==> src/rtl/sysid_checker_pkg.sv <==
// Shared state encoding, slave word offsets and counter sizing for the
// system-ID checker master.
package sysid_checker_pkg;

    typedef enum logic [2:0] {
        IDLE   = 3'd0,
        RD_ID  = 3'd1,
        LAT_ID = 3'd2,
        RD_TS  = 3'd3,
        LAT_TS = 3'd4,
        DONE   = 3'd5
    } state_e;

    localparam logic ADDR_ID = 1'b0;
    localparam logic ADDR_TS = 1'b1;

    // Counters are sized for the widest legal timeout and latency settings
    localparam int TIMEOUT_MAX = 65535;
    localparam int LATENCY_MAX = 3;
    localparam int TO_CNT_W    = $clog2(TIMEOUT_MAX + 1);
    localparam int LAT_CNT_W   = $clog2(LATENCY_MAX + 1);

    function automatic logic word_match(input logic [31:0] a, input logic [31:0] b);
        return (a == b);
    endfunction

endpackage

==> src/rtl/sysid_checker_master.sv <==
// Avalon-MM read master that fetches the system-ID and build timestamp words
// and reports whether they match the values this image was built against.
module sysid_checker_master
    import sysid_checker_pkg::*;
#(
    parameter logic [31:0] EXPECTED_ID        = 32'd0,
    parameter logic [31:0] EXPECTED_TIMESTAMP = 32'd1486252493,
    parameter int          READ_LATENCY       = 0,
    parameter int          TIMEOUT_CYCLES     = 255
) (
    input  logic        clock,
    input  logic        reset_n,
    input  logic        start,
    output logic        avm_address,
    output logic        avm_read,
    input  logic        avm_waitrequest,
    input  logic [31:0] avm_readdata,
    output logic        busy,
    output logic        done,
    output logic        id_match,
    output logic        ts_match,
    output logic        timeout,
    output logic [31:0] id_value,
    output logic [31:0] ts_value
);

    localparam bit                   HAS_LAT  = (READ_LATENCY > 0);
    localparam logic [TO_CNT_W-1:0]  TO_LIMIT = TO_CNT_W'(TIMEOUT_CYCLES);
    localparam logic [TO_CNT_W-1:0]  TO_LAST  = TO_CNT_W'(TIMEOUT_CYCLES - 1);
    localparam logic [TO_CNT_W-1:0]  TO_ZERO  = {TO_CNT_W{1'b0}};
    localparam logic [TO_CNT_W-1:0]  TO_ONE   = TO_CNT_W'(1'b1);
    localparam logic [LAT_CNT_W-1:0] LAT_LAST = LAT_CNT_W'(HAS_LAT ? READ_LATENCY - 1 : 0);
    localparam logic [LAT_CNT_W-1:0] LAT_ZERO = {LAT_CNT_W{1'b0}};
    localparam logic [LAT_CNT_W-1:0] LAT_ONE  = LAT_CNT_W'(1'b1);

    state_e               state_r;
    logic [TO_CNT_W-1:0]  to_cnt_r;
    logic [LAT_CNT_W-1:0] lat_cnt_r;
    logic                 in_rd_s;
    logic                 accept_s;
    logic                 expire_s;
    logic                 to_sat_s;
    logic                 lat_end_s;

    // Handshake and counter events for the current cycle
    always_comb begin
        in_rd_s   = (state_r == RD_ID) || (state_r == RD_TS);
        accept_s  = in_rd_s && !avm_waitrequest;
        // The stall that brings the count to TIMEOUT_CYCLES abandons the read
        expire_s  = in_rd_s && avm_waitrequest && (to_cnt_r >= TO_LAST);
        to_sat_s  = (to_cnt_r >= TO_LIMIT);
        lat_end_s = (lat_cnt_r == LAT_LAST);
    end

    // Check sequencer with registered bus strobes, status flags and captured words
    always_ff @(posedge clock or negedge reset_n) begin
        if (!reset_n) begin
            state_r     <= IDLE;
            to_cnt_r    <= TO_ZERO;
            lat_cnt_r   <= LAT_ZERO;
            avm_address <= 1'b0;
            avm_read    <= 1'b0;
            busy        <= 1'b0;
            done        <= 1'b0;
            id_match    <= 1'b0;
            ts_match    <= 1'b0;
            timeout     <= 1'b0;
            id_value    <= 32'd0;
            ts_value    <= 32'd0;
        end else begin
            done <= 1'b0;
            case (state_r)
                IDLE: begin
                    if (start) begin
                        state_r     <= RD_ID;
                        to_cnt_r    <= TO_ZERO;
                        avm_address <= ADDR_ID;
                        avm_read    <= 1'b1;
                        busy        <= 1'b1;
                        id_match    <= 1'b0;
                        ts_match    <= 1'b0;
                        timeout     <= 1'b0;
                        id_value    <= 32'd0;
                        ts_value    <= 32'd0;
                    end else begin
                        state_r <= IDLE;
                    end
                end
                RD_ID, RD_TS: begin
                    if (accept_s) begin
                        to_cnt_r <= TO_ZERO;
                        if (HAS_LAT) begin
                            state_r   <= (state_r == RD_ID) ? LAT_ID : LAT_TS;
                            avm_read  <= 1'b0;
                            lat_cnt_r <= LAT_ZERO;
                        end else if (state_r == RD_ID) begin
                            id_value    <= avm_readdata;
                            id_match    <= word_match(avm_readdata, EXPECTED_ID);
                            state_r     <= RD_TS;
                            avm_address <= ADDR_TS;
                        end else begin
                            ts_value <= avm_readdata;
                            ts_match <= word_match(avm_readdata, EXPECTED_TIMESTAMP);
                            state_r  <= DONE;
                            avm_read <= 1'b0;
                            done     <= 1'b1;
                        end
                    end else if (expire_s) begin
                        timeout  <= 1'b1;
                        state_r  <= DONE;
                        avm_read <= 1'b0;
                        done     <= 1'b1;
                    end else if (!to_sat_s) begin
                        to_cnt_r <= to_cnt_r + TO_ONE;
                    end else begin
                        to_cnt_r <= to_cnt_r;
                    end
                end
                LAT_ID: begin
                    if (lat_end_s) begin
                        id_value    <= avm_readdata;
                        id_match    <= word_match(avm_readdata, EXPECTED_ID);
                        state_r     <= RD_TS;
                        to_cnt_r    <= TO_ZERO;
                        avm_address <= ADDR_TS;
                        avm_read    <= 1'b1;
                    end else begin
                        lat_cnt_r <= lat_cnt_r + LAT_ONE;
                    end
                end
                LAT_TS: begin
                    if (lat_end_s) begin
                        ts_value <= avm_readdata;
                        ts_match <= word_match(avm_readdata, EXPECTED_TIMESTAMP);
                        state_r  <= DONE;
                        done     <= 1'b1;
                    end else begin
                        lat_cnt_r <= lat_cnt_r + LAT_ONE;
                    end
                end
                DONE: begin
                    state_r <= IDLE;
                    busy    <= 1'b0;
                end
                default: begin
                    state_r  <= IDLE;
                    avm_read <= 1'b0;
                    busy     <= 1'b0;
                end
            endcase
        end
    end

endmodule

==> config.mk <==
export PLATFORM = sky130hd
export DESIGN_NAME = sysid_checker_master
export DESIGN_NICKNAME = d
export VERILOG_FILES = /design/src/rtl/sysid_checker_pkg.sv /design/src/rtl/sysid_checker_master.sv
export SDC_FILE = /design/constraint.sdc
export NUM_CORES = 1
export LEC_CHECK = 0
export CORE_MARGIN = 3
export CORE_UTILIZATION = 49
export DETAILED_ROUTE_END_ITERATION = 10
export GPL_ROUTABILITY_DRIVEN = 1
export PLACE_DENSITY = 0.8
export REMOVE_ABC_BUFFERS = 1
export SLEW_MARGIN = 10
export SYNTH_ARGS = -nofsm -noshare
export SYNTH_HDL_FRONTEND = slang
export SYNTH_SLANG_ARGS = --single-unit
==> constraint.sdc <==
create_clock -name clock -period 2.2 [get_ports clock]
set_input_delay 0.33 -clock clock [delete_from_list [all_inputs] [get_ports clock]]
set_output_delay 0.33 -clock clock [all_outputs]
set_load 0.005 [all_outputs]
==> results of run 1 <==
## cells in the final DEF, fill, tap and decap left out, drive strengths merged, types with 3 or more instances in the layout
cell type and instances:
a21oi 10, buf 21, clkbuf 10, clkdlybuf4s50 105, dfrtp 92, ha 3, inv 7, mux2 6
nand2 141, nand2b 4, nand3 35, nand4 7, nor2 15, nor2b 9, nor3 7, nor4 12
o21ai 43
## cell usage after synthesis (all sizes together) (2+ instances only)
library cell	n
nand2	141
dfrtp	92
o21ai	43
nand3	35
nor2	15
buf	13
clkbuf	12
nor4	12
a21oi	10
nor2b	9
nand4	7
nor3	7
mux2	6
nand2b	4
ha	3
inv	3
a31o	2
and2	2
o21a	2
o31ai	2
o41ai	2
or3	2
xnor2	2
## how the worst max path moves through the flow
stage | endpoint | slack [ns] | cells after the start
2_1_floorplan | avm_address | -1.17 | 5
3_5_place_dp | to_cnt_r[6] | -0.04 | 6
3_3_place_gp | to_cnt_r[4] | 0.05 | 6
6_report | to_cnt_r[5] | 0.17 | 7
4_1_cts | to_cnt_r[5] | 0.17 | 7
5_1_grt | to_cnt_r[6] | 0.05 | 5
## layer usage
metal / up-vias / routed length [um] / GRT usage [%]
li1: 1727 / - / -
met1: 1731 / 4570 / 30.3
met2: 149 / 5140 / 38.5
met3: 15 / 628 / 3.73
met4: 0 / 184 / 7.77
met5: - / 0 / 0
## kinds of logic after synthesis
kind of cell,Yosys count,share of synthesized area (%)
adders and majority gates,3,0.916
and+or+nand+nor,242,27.0
muxes,6,1.65
DFF,92,56.2
xor gates and xnor gates,2,0.427
AOI/OAI and AO/OA,69,10.7
buffers and inverters,28,3.17
## flip-flops by register name, summed over array words and instances (netlist names)
register     flops
id_value        32
ts_match         1
avm_read         1
timeout          1
lat_cnt_r        2
busy             1
done             1
to_cnt_r        16
state_r          3
id_match         1
ts_value        32
avm_address      1
## cell type report
type | count | area (sq um) | share of cell area (%)
clock buffers | 10 | 128 | 2.29
clock inverters | 6 | 56.3 | 1.01
inverters | 3 | 11.3 | 0.202
multi-input cells | 322 | 1680 | 30.2
flip-flops and latches | 92 | 2300 | 41.4
well taps | 102 | 128 | 2.29
repair buffers | 127 | 1260 | 22.6
## worst register-to-register path: stages (launching register included)
cell and delay, ns:
dfrtp_1 0.46, ha_1 0.27, nor3_1 0.34, nor4_4 0.08, buf_4 0.16, a2111oi_4 0.27
a21oi_1 0.13, a31o_2 0.22
## power groups by stage
stage          clock [mW]  combinational (mW)  sequential, mW
2_1_floorplan           0                1.34            2.63
3_3_place_gp            0                3.10            2.61
3_5_place_dp            0                3.22            2.64
4_1_cts              1.10                3.22            2.60
5_1_grt              1.16                3.53            2.68
6_report             1.08                3.19            2.60
## stage by stage
stage / cell area [sq um] / setup WS, ns
6_report: 5560 / 0.165
5_1_grt: 5560 / 0.0513
4_1_cts: 5560 / 0.168
3_5_place_dp: 5370 / -0.0445
3_3_place_gp: 5370 / 0.0506
2_1_floorplan: 3980 / -1.17
## what timing repair did
item	CTS	global route
hold buffers	1	0
endpoints found under the hold margin	43	0
resized for setup	0	0
==> flow_summary.yaml, run 1 <==
run_status:
  outcome: "completed"
floorplan:
  rows: 32
  ios: 107
  initial_utilization_pct: 51.7
  coreArea_sq_mm: 0.00793
  fp.dieArea_sq_mm: 0.00950
  fp.dieW_um: 97.5
  dieHeight_um: 97.5
placement:
  gp_congestion: 0.903
  io_buffers: 106
  dp_hpwl_um: 7860
  dp_cells: 645
timing:
  holdWs_ns: 0.473
  period_minus_slack_ns: 2.03
  drv_slew: 0
  clock-skew-final_ns: 0.0132
  fin_setup_tns_ns: 0
  post-route-period-util_pct: 92.5
  setup_viol: 0
  rsz0062_at_grt: "false"
  timing_hold_violations_final: 0
  slew_headroom_pct: 62.2
  fmax_mhz: 491
  tightest_slew_ns: 0.566
synthesis:
  syn_area_sq_mm: 0.00410
  synth_flop_cell: "dfrtp_1"
  ys_ff_latch: 92
  yosysWarningCount: 0
  syn_avg_cell_area_sq_um: 9.27
  yosysSeqAreaShare_pct: 56.2
  synthCells: 442
  yosys-top-cells-area: "dfrtp_1 (56%), nand2_1 (13%), o21ai_0 (5.1%)"
  yosys.area.top_type: "dfrtp_1"
  ys_types: 48
  synth_edf_count: 0
  synth_top_area_share_pct: 56.2
  synthArstFlopShare_pct: 100
setup_path:
  crit_start: "to_cnt_r[1]"
  critPathRequiredTime_ns: 2.46
  slowest_delay_ns: 0.46
  path_buf_inv: 1
  crit_fanout: 7
  critPathTopFamily: "compound AO/OA/AOI/OAI gates"
  regToRegSetupSlack_ns: 0.17
  critical_path_arrival_ns: 2.29
  end_kind: "flip-flop"
  rr_worst_depth: 7
  path_class: "flip-flop to flip-flop"
  crit_path_top_delay_cell: "dfrtp_1"
  cp-start-kind: "flip-flop"
  r2r-start: "to_cnt_r[1]"
  crit_chain: "ha_1, nor3_1, nor4_4, buf_4, a2111oi_4, a21oi_1, a31o_2"
  r2r_end: "to_cnt_r[5]"
clock_tree:
  cts_sinks: 92
  cts_root_buf: "clkbuf_8"
  cts_tree: "yes"
  clk_path_buf_depth: 2
  htreeDepth: 3
  clock_latency_ns: 0.36
  clkTransAtPathRegs_ns: 0.10
  post-cts-setup-buffers: 0
  numCtsBuffers: 9
final_layout:
  drive_above_1_share_pct: 9.29
  nets: 594
  antenna_cells: 0
  utilization_pct: 70.2
  synthToLayoutAreaGrowth_pct: 35.7
  finalNonFillerCells: 662
  fill_cells: 610
worst_hold_path:
  hold_depth: 2
  hp-start: "ts_value[31]"
  hold_path_end: "ts_value[31]"
  holdCritPathClass: "flip-flop to flip-flop"
power:
  power.density_mw_per_mm2: 1240
  p_int_mw: 4.28
  switching_share_pct: 37.8
  comb_power_share_pct: 46.4
  vdd_drop_max_mv: 0.758
  total_power_mw: 6.88
  clkPwrFrac_pct: 15.7
  p_sw_mw: 2.60
  p_leak_nw: 2.57
  share_seq_of_total_power_pct: 37.9
grt:
  grt_max_degree: 50
  globalRouteOverflowTotal: 0
  grt_pass1_wl_um: 17500
  grt_usage_pct: 22.9
  grt_pass1_vias: 3538
  antenna_found_initial: 0
run:
  max-cap-violations: 0
drt:
  route.detailed.drc: 0
  routed_wl_um: 10500
  firstDrtPassIters: 5
  final_antenna_net_count: 0
  num_vias: 3622
  wire_per_inst_um: 15.9
  routed_via_density: 5.47
  drt_iter0_markers: 191
Power figures use the tool's default switching activity.
==> inputs of run 2 (changes only) <==
--- a/config.mk
+++ b/config.mk
@@ -5,11 +5,13 @@
 export SDC_FILE = /design/constraint.sdc
 export NUM_CORES = 1
 export LEC_CHECK = 0
+export CELL_PAD_IN_SITES_DETAIL_PLACEMENT = 0
+export CELL_PAD_IN_SITES_GLOBAL_PLACEMENT = 1
 export CORE_MARGIN = 3
-export CORE_UTILIZATION = 49
+export CORE_UTILIZATION = 36
 export DETAILED_ROUTE_END_ITERATION = 10
-export GPL_ROUTABILITY_DRIVEN = 1
-export PLACE_DENSITY = 0.8
+export GPL_ROUTABILITY_DRIVEN = 0
+export PLACE_DENSITY_LB_ADDON = 0.1
 export REMOVE_ABC_BUFFERS = 1
 export SLEW_MARGIN = 10
 export SYNTH_ARGS = -nofsm -noshare
==> run 2 against run 1 <==
Effect of this change: fmax is 0.49% lower; via count is 4.6% lower; worst setup slack worse by 0.010 ns; sequential cell count stayed put.
==> flow_summary.yaml, run 2 (synthesis results as in run 1) <==
final_layout:
  layout_common_cells: "nand2_1 (140), clkdlybuf4s50_1 (105), dfrtp_1 (92)"
  final_common_cell: "nand2_1"
  utilization_pct: 51.9
  drive_above_1_share_pct: 8.81
  synthToLayoutAreaGrowth_pct: 39.0
  seqCellArea_sq_mm: 0.00230
  fill_cells: 1040
  antenna_cells: 0
  multi_input_area_sq_mm: 0.00168
  finalNonFillerCells: 696
  nets: 595
  reg_top3: "id_value (32), ts_value (32), to_cnt_r (16)"
power:
  vdd_drop_max_mv: 0.571
  p_leak_nw: 2.62
  total_power_mw: 7.24
  power.density_mw_per_mm2: 1270
drt:
  routed_wl_um: 10800
  final_antenna_net_count: 0
  routed_via_density: 4.96
  route.detailed.drc: 0
  firstDrtPassIters: 4
  num_vias: 3454
  wire_per_inst_um: 15.6
  drt_iter0_markers: 137
clock_tree:
  cts_sinks: 92
  post-cts-setup-buffers: 0
  htreeDepth: 3
  cts_tree: "yes"
  clkTransAtPathRegs_ns: 0.06
  clk_path_buf_depth: 2
  cts_root_buf: "clkbuf_16"
  clock_latency_ns: 0.34
  numCtsBuffers: 9
timing:
  drv_slew: 0
  timing_hold_violations_final: 0
  period_minus_slack_ns: 2.04
  fin_setup_tns_ns: 0
  fmax_mhz: 489
  rsz0062_at_grt: "false"
  setup_viol: 0
  holdWs_ns: 0.466
  tightest_slew_ns: 0.482
  slew_headroom_pct: 67.8
  post-route-period-util_pct: 92.9
  clock-skew-final_ns: 0.00620
setup_path:
  rr_worst_depth: 7
  r2r-start: "to_cnt_r[1]"
  crit_fanout: 7
  end_kind: "flip-flop"
  critical_path_arrival_ns: 2.27
  r2r_end: "to_cnt_r[5]"
  regToRegSetupSlack_ns: 0.16
  critPathRequiredTime_ns: 2.43
  path_class: "flip-flop to flip-flop"
  cp-start-kind: "flip-flop"
grt:
  grt_pass1_vias: 3428
  antenna_found_initial: 0
  grt_max_degree: 39
  globalRouteOverflowTotal: 0
  grt_pass1_wl_um: 17900
  grt_usage_pct: 17.7
floorplan:
  coreArea_sq_mm: 0.0110
  ios: 107
  rows: 38
  dieHeight_um: 113
  fp.dieW_um: 113
  initial_utilization_pct: 37.3
  fp.dieArea_sq_mm: 0.0127
placement:
  io_buffers: 106
  dp_cells: 684
  dp_hpwl_um: 7830
run_status:
  outcome: "completed"
run:
  max-cap-violations: 0
worst_hold_path:
  holdCritPathClass: "input port to asynchronous set/reset pin"
## run 2: cell type report
class	count	area share (%)
Timing Repair Buffer	128	22.4
Tap cell	140	3.07
Clock buffer	11	4.43
Inverter	3	0.198
Multi-Input combinational cell	322	29.5
Sequential cell	92	40.4
## run 2: through the flow
step,worst slack [ns],area (sq um)
4_1_cts,0.164,5700
5_1_grt,0.0128,5700
3_5_place_dp,0.0496,5440
3_3_place_gp,0.0511,5440
6_report,0.155,5700
2_1_floorplan,-1.17,3980
## run 2: where the power goes
part           switching (mW)  internal, mW  leakage, nW
combinational            1.64          1.64         1.29
sequential              0.317          2.24         1.20
clock                   0.600         0.796        0.125
total                    2.56          4.68         2.62
## run 2: metal layers
metal  GRT usage (%)  vias up  share of wire [%]
met5               0        -                  0
met1            24.5     1648                 48
li1                -     1719                  -
met4            7.61        0                1.6
met3            3.26       13                4.1
met2            27.4       74                 46
## run 2: worst max-delay path by stage
stage	from	end	slack (ns)	cells after the start
floorplan	lat_cnt_r[0]	avm_address	-1.17	5
global placement	start	to_cnt_r[1]	0.05	6
detailed placement	start	to_cnt_r[1]	0.05	6
CTS	to_cnt_r[1]	to_cnt_r[5]	0.16	7
global route	to_cnt_r[1]	to_cnt_r[3]	0.01	7
finish	to_cnt_r[1]	to_cnt_r[5]	0.16	7
## run 2: critical path, stage by stage (launching register included)
cell	delay (ns)
dfrtp_1	0.45
ha_1	0.29
nor3_1	0.35
nor4_4	0.08
buf_4	0.16
a2111oi_4	0.28
a21oi_1	0.12
a31o_2	0.22
## run 2: what timing repair did
item / CTS / global route
setup endpoints to repair: 0 / 0
hold endpoints to repair: 27 / 0
hold buffers: 1 / 0
gates resized for setup: 0 / 0
==> RTL edit 1, RTL diff (flow settings as in run 1) <==
Encoding of `state_e`: now one-hot (6 bits for 6 states).
--- a/src/rtl/sysid_checker_pkg.sv
+++ b/src/rtl/sysid_checker_pkg.sv
@@ -2,13 +2,13 @@
 // system-ID checker master.
 package sysid_checker_pkg;
 
-    typedef enum logic [2:0] {
-        IDLE   = 3'd0,
-        RD_ID  = 3'd1,
-        LAT_ID = 3'd2,
-        RD_TS  = 3'd3,
-        LAT_TS = 3'd4,
-        DONE   = 3'd5
+    typedef enum logic [5:0] {
+        IDLE   = 6'b000001,
+        RD_ID  = 6'b000010,
+        LAT_ID = 6'b000100,
+        RD_TS  = 6'b001000,
+        LAT_TS = 6'b010000,
+        DONE   = 6'b100000
     } state_e;
 
     localparam logic ADDR_ID = 1'b0;
Behaviour: same outputs for any inputs over 4 cycles, from zero or initial values and one cycle with reset_n low; so few cycles prove little.
==> RTL edit 1 against run 1 <==
  * Synthesized cell count decreased by 11%
  * Total power is 13% lower
  * Final cell count fell by 7.3%
  * First-iteration DRC count down 35%
  * Area after synthesis is 0.95% lower
  * Worst setup slack improved by 18 ps
  * Clock skew decreased by 3.3 ps
  * Sequential cell count shrank 1
  * Wire length shrank 3.2%
  * Design area decreased by 1.2%
==> RTL edit 1: results (changes against run 1) <==
Outcome
  – Status: completed

Cells and area
  – Share of cells above drive strength 1: 0.105 (+0.0126)
  – Final net count: 545 (-8.2%)
  – Diodes inserted: 0 (unchanged)
  – Registers with the most flip-flops: id_value (32), ts_value (32), to_cnt_r (16)

CTS
  – Clock latency reported for the late side of the worst-skew pair: 360 ps (about the same)
  – Clock-pin slew of the registers on the worst-case setup and hold paths: 90 ps
  – Largest buffer count on any clock path: 2 (unchanged)
  – Total number of H-tree levels: 3 (unchanged)
  – Total clock buffers created by CTS: 9 (unchanged)
  – Root cell of the clock tree: clkbuf_8
  – Buffers inserted during post-CTS setup optimization: 0 (unchanged)

Placement
  – HPWL after detailed placement: 7.36 mm (-6.4%)
  – Count of buffers inserted at the top-level ports: 106 (unchanged)
  – Final Wtd Congestion: 0.821 (-9.1%)

Logic synthesis
  – Post-synth cell types: 56 (+17%)
  – Sequential element share of the synthesized area: 0.561 (about the same)
  – Dominant cells by area after synthesis: dfrtp_1 (55%), nand2_1 (6.7%), nand2b_1 (4.8%), o21ai_0 (4.6%), o21ai_1 (3.9%)
  – Post-synthesis adder-cell area fraction: 0.00616 (-0.00299)
  – Post-Synth XOR/XNOR Area: 0.00832 (+0.00405)
  – Most frequently used flop master after synthesis: dfrtp_1
  – Compound-Gate Fraction of Synth Area: 0.166 (+0.0593)
  – Most frequent cells after synthesis: dfrtp_1 (90), nand2_1 (73), o21ai_0 (37)
  – Multiplexer area fraction after synthesis: 0.00247 (-0.0140)
  – Proportion of synthesized flip-flops having asynchronous set or reset: 1.00 (unchanged)
  – Number of warnings printed during yosys synthesis: 0 (unchanged)
  – Yosys top cell by area: dfrtp_1

Hold path
  – Type of the worst min-delay path: flip-flop to flip-flop

Critical path
  – Worst path top cell family by delay: compound AO/OA/AOI/OAI gates
  – Arrival time reported for the critical path endpoint: 2260 ps (-30 ps)
  – Largest stage delay, worst path: 450 ps
  – Largest fanout on the critical path: 9 (+2)
  – Slowest cell on the critical path: a211oi_4

Power and ir drop
  – Leakage power figure: 2.37 nW (-8.0%)
  – Combinational cell power: 2.52 mW (-21%)
  – Worst-case vdd ir drop: 0.639 mV (-16%)
  – Internal: 3.87 mW (-9.6%)
  – Power share of the sequential group: 0.400 (+0.021)

GRT
  – Tot GR Track Use: 0.223 (-0.00664)
  – Global-route track usage on met1: 0.296 (-0.00659)
  – Vias in the first global route: 3368 (-4.8%)
  – Met3 Resource Use GR: 0.0735 (+0.0362)
  – Largest net degree at the start of global routing: 50 (unchanged)
  – First-pass GRT wire length: 17.0 mm (-2.5%)
  – Global-route met2 utilization: 0.349 (-0.0361)
  – Initial antenna violation count: 0 (unchanged)

Routing
  – Via-to-Cell Ratio: 5.46 (-0.16%)
  – 1st-pass router iterations: 4 (-1)
  – Violation count after the first detailed-route iteration: 124 (-35%)
  – Total Wirelength: 10.2 mm (-3.2%)

STA
  – Slew at the pin with the worst max-slew slack: 573 ps (+6.08 ps)
  – Worst setup skew after layout: 9.92 ps (-3.29 ps)
==> RTL edit 1: cell types whose count changed in the layout (fill, tap and decap cells not counted), sizes merged, moves of 4 or more <==
cell | run 1 | this run
a21oi | 10 | 3
a41oi | 0 | 4
mux2 | 6 | 0
nand2 | 141 | 73
nand2b | 4 | 31
nand3 | 35 | 4
nor2 | 15 | 20
nor2b | 9 | 5
nor3 | 7 | 1
o21ai | 43 | 69
==> RTL edit 1: layout make-up <==
| class | instances | area, um2 |
|---|---|---|
| fill | 581 | 2390 |
| sequential | 91 | 2280 |
| multi-input combinational | 277 | 1650 |
| timing repair buffer | 124 | 1250 |
| tap | 102 | 128 |
| clock buffer | 9 | 124 |
| clock inverter | 7 | 61.3 |
| inverter | 4 | 15.0 |
==> RTL edit 1: path summary, 6_finish.rpt <==
| check | start | endpoint | cells past startpoint | slack [ps] |
|---|---|---|---|---|
| worst max-delay path | to_cnt_r[0] | to_cnt_r[2] | 7 | 180 |
| min in group asynchronous | reset_n | id_value[26] | 2 | 510 |
| worst min-delay path | ts_value[15] | ts_value[15] | 2 | 480 |
| worst min register to register | ts_value[15] | ts_value[15] | 2 | 480 |
| worst max register to register | to_cnt_r[0] | to_cnt_r[2] | 7 | 180 |
| max in group asynchronous | reset_n | id_value[11] | 3 | 1030 |
==> RTL edit 1: routing by layer <==
metal / vias to the layer above / share of wire
li1: 1601 / -
met1: 1628 / 0.43
met2: 113 / 0.47
met3: 12 / 0.085
met4: 0 / 0.014
met5: - / 0
==> RTL edit 1: logic make-up (layout without fill, tap and decap cells) <==
kind of cell,after synthesis,count (layout)
AOI/OAI and AO/OA,101,101
and+or+nand+nor,170,170
xor gates and xnor gates,3,3
muxes,1,1
DFF,91,91
buffers and inverters,26,144
adders and majority gates,2,2
==> RTL edit 1: stage by stage <==
| stage | instances | hold WS (ps) | worst slack [ps] | area (um2) | total power, mW |
|---|---|---|---|---|---|
| floorplan | 372 | 34.4 | -176 | 3930 | 3.42 |
| global route | 614 | 514 | 29.7 | 5500 | 6.37 |
| detailed placement | 597 | 365 | -57.4 | 5300 | 4.95 |
| global placement | 597 | 357 | 2.83 | 5300 | 4.90 |
| finish | 614 | 485 | 183 | 5500 | 5.98 |
| CTS | 614 | 491 | 191 | 5500 | 6.03 |
==> RTL edit 1: timing repair <==
| action | 4_1_cts | 5_1_grt |
|---|---|---|
| hold buffers | 1 | 0 |
| gates resized for setup | 0 | 0 |
| endpoints found under the hold margin | 41 | 0 |
==> RTL edit 1: worst register-to-register path, delay by kind of cell, from the launching register on <==
| family | cells | cell delay [ps] |
|---|---|---|
| AO/OA/AOI/OAI | 4 | 950 |
| buffers and inverters | 1 | 100 |
| flip-flops | 1 | 430 |
| AND/OR/NAND/NOR | 1 | 220 |
| adder cells (fa/ha/maj) | 1 | 210 |
==> RTL edit 2, RTL diff (settings of run 1) <==
Without the edit above. The package constant `TIMEOUT_MAX` goes from 65535 to 16383.
--- a/src/rtl/sysid_checker_pkg.sv
+++ b/src/rtl/sysid_checker_pkg.sv
@@ -15,7 +15,7 @@
     localparam logic ADDR_TS = 1'b1;
 
     // Counters are sized for the widest legal timeout and latency settings
-    localparam int TIMEOUT_MAX = 65535;
+    localparam int TIMEOUT_MAX = 16383;
     localparam int LATENCY_MAX = 3;
     localparam int TO_CNT_W    = $clog2(TIMEOUT_MAX + 1);
     localparam int LAT_CNT_W   = $clog2(LATENCY_MAX + 1);
Check against the original RTL: same outputs for any inputs over 4 cycles, from zero or initial values and one cycle with reset_n low; that may be too few to reach the edited logic, so the function may still have changed.
==> RTL edit 2 against run 1 <==
  * Count of clock-buffer cells in the layout stayed put
  * Sequential share of layout area down 0.073 points
  * Worst setup slack better by 66 ps
  * Global-route usage increased by 0.32 points
  * Wire length rose by 1.3%
  * Design area is 2.0% lower
  * Total power up 1.0%
  * Area after synthesis shrank 1.9%
  * Combinational power hardly changed
  * Synthesized cell count decreased by 0.68%
  * Sequential cell count fell by 2
  * Clock power increased by 6%
==> RTL edit 2: results (changes against run 1) <==
GRT
  – Vias in the first global route: 3456 (-2.3%)
  – Largest net degree at the start of global routing: 45 (-10%)
  – Tot GR Track Use: 0.232 (+0.00324)
  – First-pass GRT wire length: 16.7 mm (-4.2%)

Logic synthesis
  – Post-synth cell types: 44 (-8.3%)
  – Sequential element share of the synthesized area: 0.560 (-0.00161)
  – Most frequent cells after synthesis: nand2_1 (143), dfrtp_1 (90), o21ai_0 (49)
  – Dominant cells by area after synthesis: dfrtp_1 (56%), nand2_1 (13%), o21ai_0 (6.1%), o21ai_1 (3.6%), nor4_1 (1.6%)

Cells and area
  – Registers with the most flip-flops: id_value (32), ts_value (32), to_cnt_r (14)
  – Number of filler instances in the final layout: 616 (+0.98%)
  – Share of cells above drive strength 1: 0.0747 (-0.0182)
  – Final net count: 584 (-1.7%)

Placement
  – Final Wtd Congestion: 0.855 (-5.3%)
  – HPWL after detailed placement: 7.74 mm (-1.5%)

Routing
  – Total Wirelength: 10.7 mm (+1.3%)
  – Count of vias placed by the detailed router: 3590 (-0.88%)
  – Violation count after the first detailed-route iteration: 197 (+3.1%)

Hold path
  – Type of the worst min-delay path: input port to asynchronous set/reset pin

Power and ir drop
  – Power spent charging and discharging nets: 2.57 mW (-1.3%)
  – Worst-case vdd ir drop: 0.738 mV (-2.6%)

Critical path
  – Register-to-register setup slack: 230 ps (+70 ps)
  – Largest fanout on the critical path: 16 (+9)
  – Arrival time reported for the critical path endpoint: 2210 ps (-80 ps)

STA
  – Worst setup skew after layout: 12.9 ps (-0.363 ps)
  – Slew at the pin with the worst max-slew slack: 476 ps (-90.2 ps)

Outcome
  – Status: completed
-- RTL edit 2: cell count changes after synthesis, moves of 4 or more --
| cell | delta |
|---|---|
| nor3_1 | -6 |
| o21ai_0 | +7 |
| mux2_2 | -4 |
| nor2_1 | -5 |
| buf_2 | -4 |
| nand3_1 | -31 |
| o21ai_1 | +28 |
| nor2b_1 | -8 |
| buf_4 | +4 |
-- RTL edit 2: logic make-up (layout without fill, tap and decap cells) --
group	count (synthesis)	after routing	synth area share
and+or+nand+nor	201	201	0.222
AOI/OAI and AO/OA	112	112	0.163
DFF	90	90	0.560
buffers and inverters	29	139	0.0358
adders and majority gates	3	3	0.00934
xor gates and xnor gates	2	2	0.00436
muxes	2	2	0.00560
-- RTL edit 2: area by class of cell --
| type | instances | area share |
|---|---|---|
| Timing Repair Buffer | 120 | 0.221 |
| Inverter | 4 | 0.00275 |
| Multi-Input combinational cell | 320 | 0.303 |
| Tap cell | 102 | 0.0234 |
| Clock buffer | 10 | 0.0252 |
| Sequential cell | 90 | 0.413 |
| Clock inverter | 5 | 0.0117 |
-- RTL edit 2: per-layer routing --
layer	global-route usage	part of all wire
met1	0.315	0.44
met2	0.383	0.47
met3	0.0473	0.069
met4	0.0619	0.015
met5	0	0
-- RTL edit 2: path summary, 6_finish.rpt --
path                       cells after the start      endpoint          from
max                                            5   ts_value[4]    state_r[0]
max reg2reg                                    5   ts_value[4]    state_r[0]
min reg2reg                                    1  lat_cnt_r[0]  lat_cnt_r[0]
max in group asynchronous                      3  to_cnt_r[12]       reset_n
min in group clock                             1  lat_cnt_r[0]  lat_cnt_r[0]
min                                            2  id_value[10]       reset_n
-- RTL edit 2: through the flow --
step | instances | hold slack (ps) | area [um2] | util | setup slack (ps)
after detailed placement | 635 | 250 | 5240 | 0.668 | 104
after CTS | 651 | 410 | 5450 | 0.695 | 255
final | 651 | 409 | 5450 | 0.695 | 231
after floorplan | 414 | 34.4 | 3890 | - | -1960
after global placement | 635 | 244 | 5240 | 0.668 | 182
after global routing | 651 | 419 | 5450 | 0.695 | 64.3
-- RTL edit 2: worst max-delay path, cell delays in order (launching register included) --
cell and delay, ps:
dfrtp_1 650, nor2b_1 440, nand2b_1 230, buf_4 240, nand2_1 80, o21ai_0 220
-- RTL edit 2: power groups by stage --
stage	clock network, mW	registers, mW	logic (mW)
2_1_floorplan	0	2.65	1.31
3_3_place_gp	0	2.61	3.11
3_5_place_dp	0	2.64	3.20
4_1_cts	1.16	2.61	3.22
5_1_grt	1.24	2.68	3.58
6_report	1.14	2.61	3.20
-- RTL edit 2: timing repair --
item                                   in CTS  in global routing
hold buffers                                1                  0
gates resized for setup                     0                  0
endpoints found under the hold margin      21                  0
